File: config.mk
export PLATFORM = sky130hd
export DESIGN_NAME = seg_scan_mux
export DESIGN_NICKNAME = d
export VERILOG_FILES = /design/src/rtl/seg_pkg.sv /design/src/rtl/seg_scan_mux_tick_gen.sv /design/src/rtl/seg_scan_mux.sv
export SDC_FILE = /design/constraint.sdc
export NUM_CORES = 1
export LEC_CHECK = 0
export CELL_PAD_IN_SITES_DETAIL_PLACEMENT = 1
export CELL_PAD_IN_SITES_GLOBAL_PLACEMENT = 2
export CORE_UTILIZATION = 32
export CTS_CLUSTER_SIZE = 12
export DETAILED_ROUTE_END_ITERATION = 10
export GPL_ROUTABILITY_DRIVEN = 0
export PLACE_DENSITY = 0.86
export SYNTH_ARGS = -nofsm -noshare
export SYNTH_HDL_FRONTEND = slang
export SYNTH_HIERARCHICAL = 1
export SYNTH_SLANG_ARGS = --single-unit
export TNS_END_PERCENT = 20
File: constraint.sdc
create_clock -name clk -period 2.1 [get_ports clk]
set_clock_uncertainty 0.15 [all_clocks]
set_input_delay 0.21 -clock clk [delete_from_list [all_inputs] [get_ports clk]]
set_output_delay 0.21 -clock clk [all_outputs]
set_load 0.05 [all_outputs]
File: src/rtl/seg_pkg.sv
// Shared constants and helpers for the multiplexed 4-digit hex display scanner.
package seg_pkg;

    localparam int          NUM_DIGITS      = 4;
    localparam int          IDX_W           = $clog2(NUM_DIGITS);
    localparam logic [3:0]  ANODE_OFF       = 4'b1111;
    localparam int          CLK_DIV_DEFAULT = 50000;

    typedef logic [IDX_W-1:0] digit_idx_t;

    // Digit k is lit when any digit at or left of k is nonzero; digit 0 always.
    function automatic logic digit_lit(input logic [15:0] value, input digit_idx_t idx);
        logic lit;
        lit = 1'b1;
        case (idx)
            2'd3:    lit = (value[15:12] != 4'h0);
            2'd2:    lit = (value[15:8] != 8'h00);
            2'd1:    lit = (value[15:4] != 12'h000);
            default: lit = 1'b1;
        endcase
        return lit;
    endfunction

endpackage

File: src/rtl/seg_scan_mux_tick_gen.sv
// Free-running prescaler: one-cycle tick every CLK_DIV clocks.
module tick_gen
    import seg_pkg::*;
#(
    parameter int CLK_DIV = CLK_DIV_DEFAULT
) (
    input  logic clk,
    input  logic rst,
    output logic tick
);

    localparam int W = (CLK_DIV > 2) ? $clog2(CLK_DIV) : 1;

    logic [W-1:0] cnt;

    assign tick = (cnt == W'(CLK_DIV - 1));

    always_ff @(posedge clk) begin
        if (rst) begin
            cnt <= '0;
        end else if (tick) begin
            cnt <= '0;
        end else begin
            cnt <= cnt + W'(1);
        end
    end

endmodule

File: src/rtl/seg_scan_mux.sv
// Time-multiplexed scanner for a 4-digit hex display with frame-aligned
// double buffering and leading-zero blanking.
module seg_scan_mux
    import seg_pkg::*;
#(
    parameter int CLK_DIV = CLK_DIV_DEFAULT
) (
    input  logic        clk,
    input  logic        rst,
    input  logic        load,
    input  logic [15:0] din,
    input  logic        en,
    input  logic        blank_lz,
    output logic [3:0]  nib,
    output logic [3:0]  an,
    output logic        frame_start
);

    logic        tick;
    logic        wrap;
    digit_idx_t  idx;
    logic [15:0] display;
    logic [15:0] staging;
    logic        pending;
    logic [3:0]  nib_sel;
    logic [3:0]  an_sel;
    logic        lit;

    tick_gen #(
        .CLK_DIV (CLK_DIV)
    ) u_tick (
        .clk  (clk),
        .rst  (rst),
        .tick (tick)
    );

    assign wrap = tick && (idx == digit_idx_t'(NUM_DIGITS - 1));

    always_comb begin
        nib_sel = display[{idx, 2'b00} +: 4];
        lit     = !blank_lz || digit_lit(display, idx);
        an_sel  = ANODE_OFF;
        if (en && lit) begin
            an_sel = ~(4'b0001 << idx);
        end
    end

    always_ff @(posedge clk) begin
        if (rst) begin
            idx         <= '0;
            display     <= 16'h0000;
            staging     <= 16'h0000;
            pending     <= 1'b0;
            nib         <= 4'h0;
            an          <= ANODE_OFF;
            frame_start <= 1'b0;
        end else begin
            if (tick) begin
                idx <= idx + digit_idx_t'(1);
            end
            frame_start <= wrap;
            // Display only moves at a frame boundary; a coincident load bypasses staging.
            if (wrap) begin
                if (load) begin
                    display <= din;
                end else if (pending) begin
                    display <= staging;
                end
                pending <= 1'b0;
            end else if (load) begin
                staging <= din;
                pending <= 1'b1;
            end
            nib <= nib_sel;
            an  <= an_sel;
        end
    end

endmodule

# Word level (Yosys, flattened, before mapping)
# Cells that the tools add are included.
# Widths: inputs -> output; s select.
# classes
shift	2
muxes	3
reduce_logical	13
add_sub_neg	2
n_eq_ne	4
n_div	0
order_cmp	0
bitwise_logic	3
n_mul	0
# op_table
operator	count
$mux 16	2
$add 16x1->16 const B	1
$eq 16x16->1 const B	1
$shiftx 16x5->4	1
$reduce_bool 12->1	1
$reduce_bool 8->1	1
$reduce_or 2->1	3
$eq 2x2->1 const B	2
$not 4->4	1
$reduce_and 2->1	2
$reduce_bool 4->1	1
$shl 1x2->4 const A	1
$pmux 1 s3	1
$add 2x1->2 const B	1
$eq 2x1->1 const B	1
$logic_and 1x1->1	2
$not 1->1	2
$reduce_bool 2->1	1
$logic_not 1->1	1
$logic_or 1x1->1	1
# word_totals
latch_bits	0
out_inout_bits	9
romBits	0
n_memories	0
ramBits	0
inputBits	21
register_bits	60

# Logic depth before layout (Yosys ltp)
# Gate-level depths: netlist of run 1.
# depth
ltp_word	6
depth_mapped	8
depth_no_buf	6

# Cells and area by module
# The synthesis of run 1 kept the hierarchy.
# by_module_without_submodules
mod	cells_each	n_inst	area_per_inst_um2
seg_scan_mux	197	1	1963.1
tick_gen	81	1	710.7

# Worst setup path before layout of run 1
# Ideal clock, no wire load.
# synth_path
path_type	flip-flop to flip-flop
startpoint	register u_tick.cnt[0]
endpoint	register display[15]
setup_slack_ns	0.188
arrival_time_ns	1.677
path_buffers	2
setup_time_ns	0.086
stages_incl_launch_ff	9
t_required_ns	1.864
cell_sequence	dfxtp_1 > ha_1 > nand4_2 > and4b_1 > buf_4 > o211a_4 > buf_4 > nor2_1 > a211oi_1
# synth_via
elab_chain_len	3
# synth_rtl
element	line_no	source
from (decl)	seg_scan_mux_tick_gen.sv:14	logic [W-1:0] cnt;
from (signal assigned)	seg_scan_mux_tick_gen.sv:24	cnt <= cnt + W'(1);
$eq 16x16->1	seg_scan_mux_tick_gen.sv:16	assign tick = (cnt == W'(CLK_DIV - 1));
net tick	seg_scan_mux.sv:19	logic tick;
$logic_and 1x1->1	seg_scan_mux.sv:37	assign wrap = tick && (idx == digit_idx_t'(NUM_DIGITS - 1));
$reduce_and 2->1 (no line)	n/a	
to (signal assigned)	seg_scan_mux.sv:65	display <= din;
to (signal assigned)	seg_scan_mux.sv:67	display <= staging;
to (decl)	seg_scan_mux.sv:22	logic [15:0] display;
# The timed path passes the listed nets, and every way through them passes these cells.
# A chain may end at the register's enable or synchronous reset.

# Worst setup path in the final report of run 1
# layout_path
startpoint	register u_tick.cnt[11]
endpoint	register staging[14]
# layout_via
elab_chain_len	4
# layout_rtl
element	line_no	source
$eq 16x16->1	seg_scan_mux_tick_gen.sv:16	
net tick	seg_scan_mux.sv:19	
$logic_and 1x1->1	seg_scan_mux.sv:37	
$not 1->1 (no line)	n/a	
$reduce_and 2->1 (no line)	n/a	
to (signal assigned)	seg_scan_mux.sv:71	staging <= din;
to (decl)	seg_scan_mux.sv:23	logic [15:0] staging;
# The timed path passes the listed nets, and every way through them passes these cells.

==> flow_summary.json, run 1 <==
{
  "status": "completed",
  "timing.setup.tns_ns": 0,
  "end_kind": "register",
  "yosys-top-cells-area": "dfxtp_1 (45%), mux2i_1 (6.4%), nor2_1 (5.8%)",
  "io_pins": 30,
  "worst-r2r-cell-count": 7,
  "post-route-period-util": 0.9509,
  "hold_class": "input pin to register",
  "grtUsageTotal": 0.1685,
  "start_util": 0.3390,
  "crit_chain": "nor4bb_1 > and4b_2 > buf_4 > a21bo_2 > buf_12 > nand2_1 > a21oi_2",
  "vias": 2065,
  "synth.most_common_cell": "dfxtp_1",
  "worstHoldPathCells": 3,
  "rr_startpoint": "u_tick/cnt[11]",
  "cts-hold-fix-buffers": 0,
  "cellLeakagePower_nw": 1.189,
  "tritoncts": "done",
  "whs_ns": 0.03411,
  "synth_nets": 305,
  "grt_pass1_wl_mm": 11.13,
  "crit_family": "simple AND/OR/NAND/NOR gates",
  "place_area_um2": 3079,
  "fillers": 901,
  "timing.fmax_mhz": 500.8,
  "dr.pass1.iters": 4,
  "slew_headroom": 0.6632,
  "worstPathRequired_ns": 2.23,
  "antenna_left": 0,
  "via_per_inst": 4.870,
  "die_h_um": 93.41,
  "finalCriticalPeriod_ns": 1.997,
  "dp_worst_setup_slack_ns": -0.02003,
  "postLayoutCellArea_um2": 3358,
  "cts_buffer_depth": 2,
  "timing.rr.end": "staging[14]",
  "htreeDepth": 3,
  "synthFlopType": "dfxtp_1",
  "worstSetupPathType": "register to register",
  "ctsRootBufferMaster": "clkbuf_8",
  "syn2layout_area_growth_pct": 25.60,
  "r2r_slack_ns": 0.10,
  "synth_seq_area_share": 0.4492,
  "drive_gt1_frac": 0.1801,
  "dp_hpwl_mm": 4.186,
  "synth_cell_types": 37,
  "synth.top_cell.area_share": 0.4492,
  "power-per-cell-area_nw_per_um2": 759.0,
  "synthArstFlopShare": 0,
  "grt_pass1_vias": 2204,
  "portBuffers": 29,
  "grt_max_degree": 42,
  "synth-seq-cells": 60,
  "die_area_um2": 8725,
  "die_width_um": 93.41,
  "cts.clk_slew.worst_paths_ns": 0.07,
  "hold_start": "rst",
  "drc": 0,
  "cp-startpoint": "u_tick/cnt[11]",
  "placementRows": 32,
  "hold_viol": 0,
  "cts.sink_count": 60,
  "overflow": 0,
  "fin_nets": 344,
  "syn_area_per_cell_um2": 9.618,
  "hold_path_end": "an[0]",
  "dr.first_iter.drc_count": 134,
  "cts_buffers": 9,
  "synth-edff-count": 0,
  "peakVddDrop_uv": 359.6,
  "slowest_delay_ns": 0.38,
  "synthTopCellsByCount": "dfxtp_1 (60), nor2_1 (41), nand2_1 (39)",
  "avgRoutedWirePerCell_um": 15.08,
  "path_max_fanout": 16,
  "drv_cap": 0,
  "grt_antenna_before_repair": 0,
  "routed_wl_mm": 6.393,
  "worstPathArrival_ns": 2.13,
  "synthCells": 278,
  "rsz0062_at_grt": "false",
  "netlist_area_um2": 2674,
  "cpMaxStageDelayCell": "dfxtp_1",
  "ys_warn_count": 6,
  "worstMarginPinSlew_ns": 0.5051,
  "finalSetupViolCount": 0,
  "synth_largest_area_cell": "dfxtp_1",
  "clock_latency_ns": 0.35,
  "core_um2": 7888,
  "setup_ws_ns": 0.1031,
  "crit_path_start_kind": "register",
  "crit_buf_inv": 2,
  "slew_viol_final": 0,
  "antenna_cells": 0
}
## layout by cell type (no fill, tap or decap), types with 2 or more instances in the layout
cell type and instances:
clkinvlp_4 3, dfxtp_2 2, bufinv_16 2, o211ai_1 2, nand2_1 39, clkdlybuf4s50_1 28
mux4_2 4, ha_1 5, buf_4 12, nand3_1 5, a211oi_1 16, nor2_1 41
clkbuf_8 10, nor3_1 4, xnor2_1 14, nor4_1 4, nor4_2 2, a21oi_2 10
mux2i_1 17, nor2b_1 7, inv_1 6, nand4_1 3, dfxtp_1 58, a21oi_1 7
nor4bb_1 2, buf_12 2
## flip-flops by register name, indices dropped and copies added (netlist names)
| name | cells |
|---|---|
| u_tick/cnt | 16 |
| staging | 16 |
| display | 16 |
| pending | 1 |
| an | 4 |
| frame_start | 1 |
| idx | 2 |
| nib | 4 |
## worst max path at each step
stage	endpoint	slack [ns]	cells after the start
6_report	staging[14]	0.10	7
4_1_cts	staging[10]	0.03	8
3_3_place_gp	staging[2]	0.08	7
5_1_grt	staging[8]	0.003	7
2_1_floorplan	display[15]	0.19	8
3_5_place_dp	display[0]	-0.02	6
## power by group
part	switching (mW)	leakage (nW)	internal, mW
clock network	0.501	0.105	0.698
logic	0.0847	0.597	0.0852
registers	0.0180	0.488	1.16
## logic make-up (layout without fill, tap and decap cells)
group,count (synthesis),in the layout,share of synthesized area
mux,21,21,0.09733
fa+ha+maj,6,6,0.02808
compound gates,43,44,0.1291
simple gates,111,111,0.1975
buf+inv,22,65,0.04960
flops,60,60,0.4492
xor+xnor,15,15,0.04914
## per-layer routing
| metal | global-route usage | part of all wire |
|---|---|---|
| met1 | 0.2151 | 0.50 |
| met2 | 0.2659 | 0.45 |
| met3 | 0.05447 | 0.036 |
| met4 | 0.05897 | 0.015 |
| met5 | 0 | 0 |
## worst register-to-register path, cell delays in order (launching register included)
cell	delay, ns
dfxtp_1	0.38
nor4bb_1	0.37
and4b_2	0.36
buf_4	0.16
a21bo_2	0.15
buf_12	0.14
nand2_1	0.09
a21oi_2	0.13
## stage by stage
stage	total power, mW	std cells	util
5_1_grt	2.661	424	0.4258
3_3_place_gp	1.361	405	0.3904
6_report	2.549	424	0.4258
4_1_cts	2.571	424	0.4239
2_1_floorplan	1.296	278	-
3_5_place_dp	1.365	405	0.3904
## cell type report
cell class	instances	area (µm²)	area share
Clock buffer	10	137.6	0.04098
Clock inverter	6	87.58	0.02608
Inverter	6	22.52	0.006706
Multi-Input combinational cell	197	1364	0.4061
Sequential cell	60	1204	0.3584
Tap cell	102	127.6	0.03800
Timing Repair Buffer	43	415.4	0.1237
## what timing repair did
item | in CTS | in global routing
cloned | 1 | 0
buffers inserted | 2 | 0
pin swaps | 1 | 0
resized for setup | 1 | 4
setup endpoints to repair | 5 | 31
Power figures use the tool's default switching activity.
==> run 2, diff against run 1 <==
Settings changed: PLACE_DENSITY 0.86 to 0.85, SYNTH_HIERARCHICAL 1 to not set.
==> run 2 against run 1 <==
Combinational power rose by 25%; core utilization rose by 2.7 points; the flow now finishes with violations (negative setup slack); critical endpoint is now display[13]; wire length rose by 8.1%; sequential share of layout area fell by 3.5 points; synthesized cell count did not move; global-route usage rose by 0.28 points; fmax fell by 10%; largest power group unchanged; power rose by 2.8%; sequential power barely moved; via count rose by 9.3%.
==> flow_summary.json, run 2 <==
{
  "slew_viol_final": 0,
  "grt_pass1_vias": 2365,
  "power_mw": 2.619,
  "sw_frac_of_total": 0.2289,
  "synth_cell_types": 33,
  "dp.cells": 426,
  "start_util": 0.3312,
  "hold_viol": 0,
  "synth_largest_area_cell": "dfxtp_1",
  "grt_max_degree": 25,
  "syn2layout_area_growth_pct": 36.74,
  "drive_gt1_frac": 0.2255,
  "worstSetupPathType": "register to register",
  "cts_buffer_depth": 2,
  "dp_hpwl_mm": 4.766,
  "pwr-share-seq": 0.450,
  "ys_warn_count": 0,
  "cts_setup_buffers": 0,
  "instances_no_fill": 442,
  "avgRoutedWirePerCell_um": 15.64,
  "end_kind": "register",
  "worstMarginPinSlew_ns": 0.4909,
  "final_common_cell": "dfxtp_1",
  "antenna_cells": 0,
  "synth_nets": 305,
  "routed_wl_mm": 6.914,
  "dr.first_iter.drc_count": 41,
  "fin_nets": 359,
  "netlist_area_um2": 2721,
  "grt_antenna_before_repair": 0,
  "timing.setup.tns_ns": -2.443,
  "syn_area_per_cell_um2": 9.789,
  "fillers": 896,
  "worstPathRequired_ns": 2.24,
  "drc": 0,
  "slew_headroom": 0.6717,
  "power.switching_uw": 599.6,
  "reg_top3": "display x16, staging x16, u_tick.cnt x16",
  "cts.clk_slew.worst_paths_ns": 0.07,
  "die_h_um": 94.22,
  "post-route-period-util": 1.062,
  "cts.sink_count": 60,
  "path_max_fanout": 5,
  "cellLeakagePower_nw": 1.403,
  "antenna_left": 0,
  "hold_class": "input pin to register",
  "synthArstFlopShare": 0,
  "power-per-cell-area_nw_per_um2": 703.8,
  "portBuffers": 29,
  "placementRows": 33,
  "internal_power_mw": 2.019,
  "synthCells": 278,
  "core_um2": 8217,
  "rsz0062_at_grt": "true",
  "combPwrFrac": 0.081,
  "synth.most_common_cell": "dfxtp_1",
  "synth.top_cell.area_share": 0.4414,
  "timing.fmax_mhz": 448.6,
  "setup_ws_ns": -0.1294,
  "finalSetupViolCount": 39,
  "ctsRootBufferMaster": "clkbuf_8",
  "grt_pass1_wl_mm": 11.56,
  "drv_cap": 0,
  "crit_path_start_kind": "register",
  "status": "finished with violations",
  "dr.pass1.iters": 4,
  "peakVddDrop_uv": 238.9,
  "final_cell_mix": "dfxtp_1 (57), nand2_1 (36), mux2i_1 (33), buf_4 (30), clkdlybuf4s50_1 (29)",
  "synthFlopType": "dfxtp_1",
  "htreeDepth": 3,
  "worstHoldPathCells": 3,
  "p_clk_frac": 0.469,
  "tritoncts": "done",
  "violations": "negative setup slack",
  "worstPathArrival_ns": 2.37,
  "io_pins": 30,
  "via_per_inst": 5.109,
  "synth-seq-cells": 60,
  "synth_seq_area_share": 0.4414,
  "worst-r2r-cell-count": 5,
  "die_area_um2": 8877,
  "overflow": 0,
  "finalCriticalPeriod_ns": 2.229,
  "clock_latency_ns": 0.35,
  "synth-edff-count": 0,
  "vias": 2258,
  "synthTopCellsByCount": "dfxtp_1 (60), nand2_1 (37), mux2i_1 (33)",
  "yosys-top-cells-area": "dfxtp_1 (44%), mux2i_1 (12%), nor4_1 (5.3%)",
  "cts_buffers": 9,
  "die_width_um": 94.22,
  "cts-hold-fix-buffers": 0,
  "grtUsageTotal": 0.1713
}
==> run 2: path summary, 6_finish.rpt <==
path | from | end | slack (ns)
setup reg to reg | u_tick.cnt[4] | display[13] | -0.13
hold reg to reg | staging[5] | staging[5] | 0.31
hold / removal | din[0] | staging[0] | 0.30
setup / recovery | u_tick.cnt[4] | display[13] | -0.13
==> run 2: final cells by class <==
class                           count  area [µm²]  area share
Timing Repair Buffer               61       555.5      0.1493
Tap cell                          105       131.4     0.03531
Sequential cell                    60        1205      0.3238
Multi-Input combinational cell    194        1572      0.4223
Inverter                            6       22.52    0.006052
Clock buffer                       12       165.2     0.04438
Clock inverter                      4       70.07     0.01883
==> run 2: what timing repair did <==
action,in CTS,in global routing
endpoints found under the setup margin,49,49
cloned,1,0
pin swaps,9,2
gates resized for setup,24,7
==> run 2: per-stage QoR <==
step	area, µm²	util	hold slack, ns	setup WS [ns]
4_1_cts	3680	0.4478	0.2913	-0.1106
6_report	3721	0.4529	0.2979	-0.1294
2_1_floorplan	2725	-	0.2021	-0.2825
3_3_place_gp	3311	0.4029	0.2909	-0.2647
5_1_grt	3721	0.4529	0.3153	-0.2034
3_5_place_dp	3311	0.4029	0.3035	-0.3245
==> run 2: critical path, stage by stage (launching register included) <==
cell and delay (ns):
dfxtp_2 0.32, or4bb_1 0.51, or4_4 0.61, buf_4 0.21
nor4_4 0.25, a31o_1 0.13
==> run 2: kinds of logic after synthesis <==
| family | Yosys count | synth area share |
|---|---|---|
| XOR/XNOR | 15 | 0.04828 |
| AND/OR/NAND/NOR | 112 | 0.2092 |
| multiplexers | 37 | 0.1545 |
| flip-flops | 60 | 0.4414 |
| AO/OA/AOI/OAI | 23 | 0.07080 |
| adder cells (fa/ha/maj) | 6 | 0.02759 |
| buffers and inverters | 25 | 0.04827 |
==> run 2: layer usage <==
metal	wire [µm]	share of wire	track usage
met1	3064	0.44	0.1989
met3	232	0.034	0.04854
met2	3532	0.51	0.2983
met5	0	0	0
met4	85	0.012	0.05897
==> run 2: power by group through the flow <==
stage	combinational [mW]	sequential, mW	clock [mW]
6_report	0.212	1.18	1.23
5_1_grt	0.231	1.18	1.30
4_1_cts	0.207	1.18	1.26
3_5_place_dp	0.190	1.20	0
3_3_place_gp	0.183	1.20	0
2_1_floorplan	0.0989	1.20	0
==> run 3, diff against run 2 <==
Settings changed: SLEW_MARGIN set to 10.
==> results of run 3 <==
The final DEF is identical to that of run 2; final timing and power are the same.
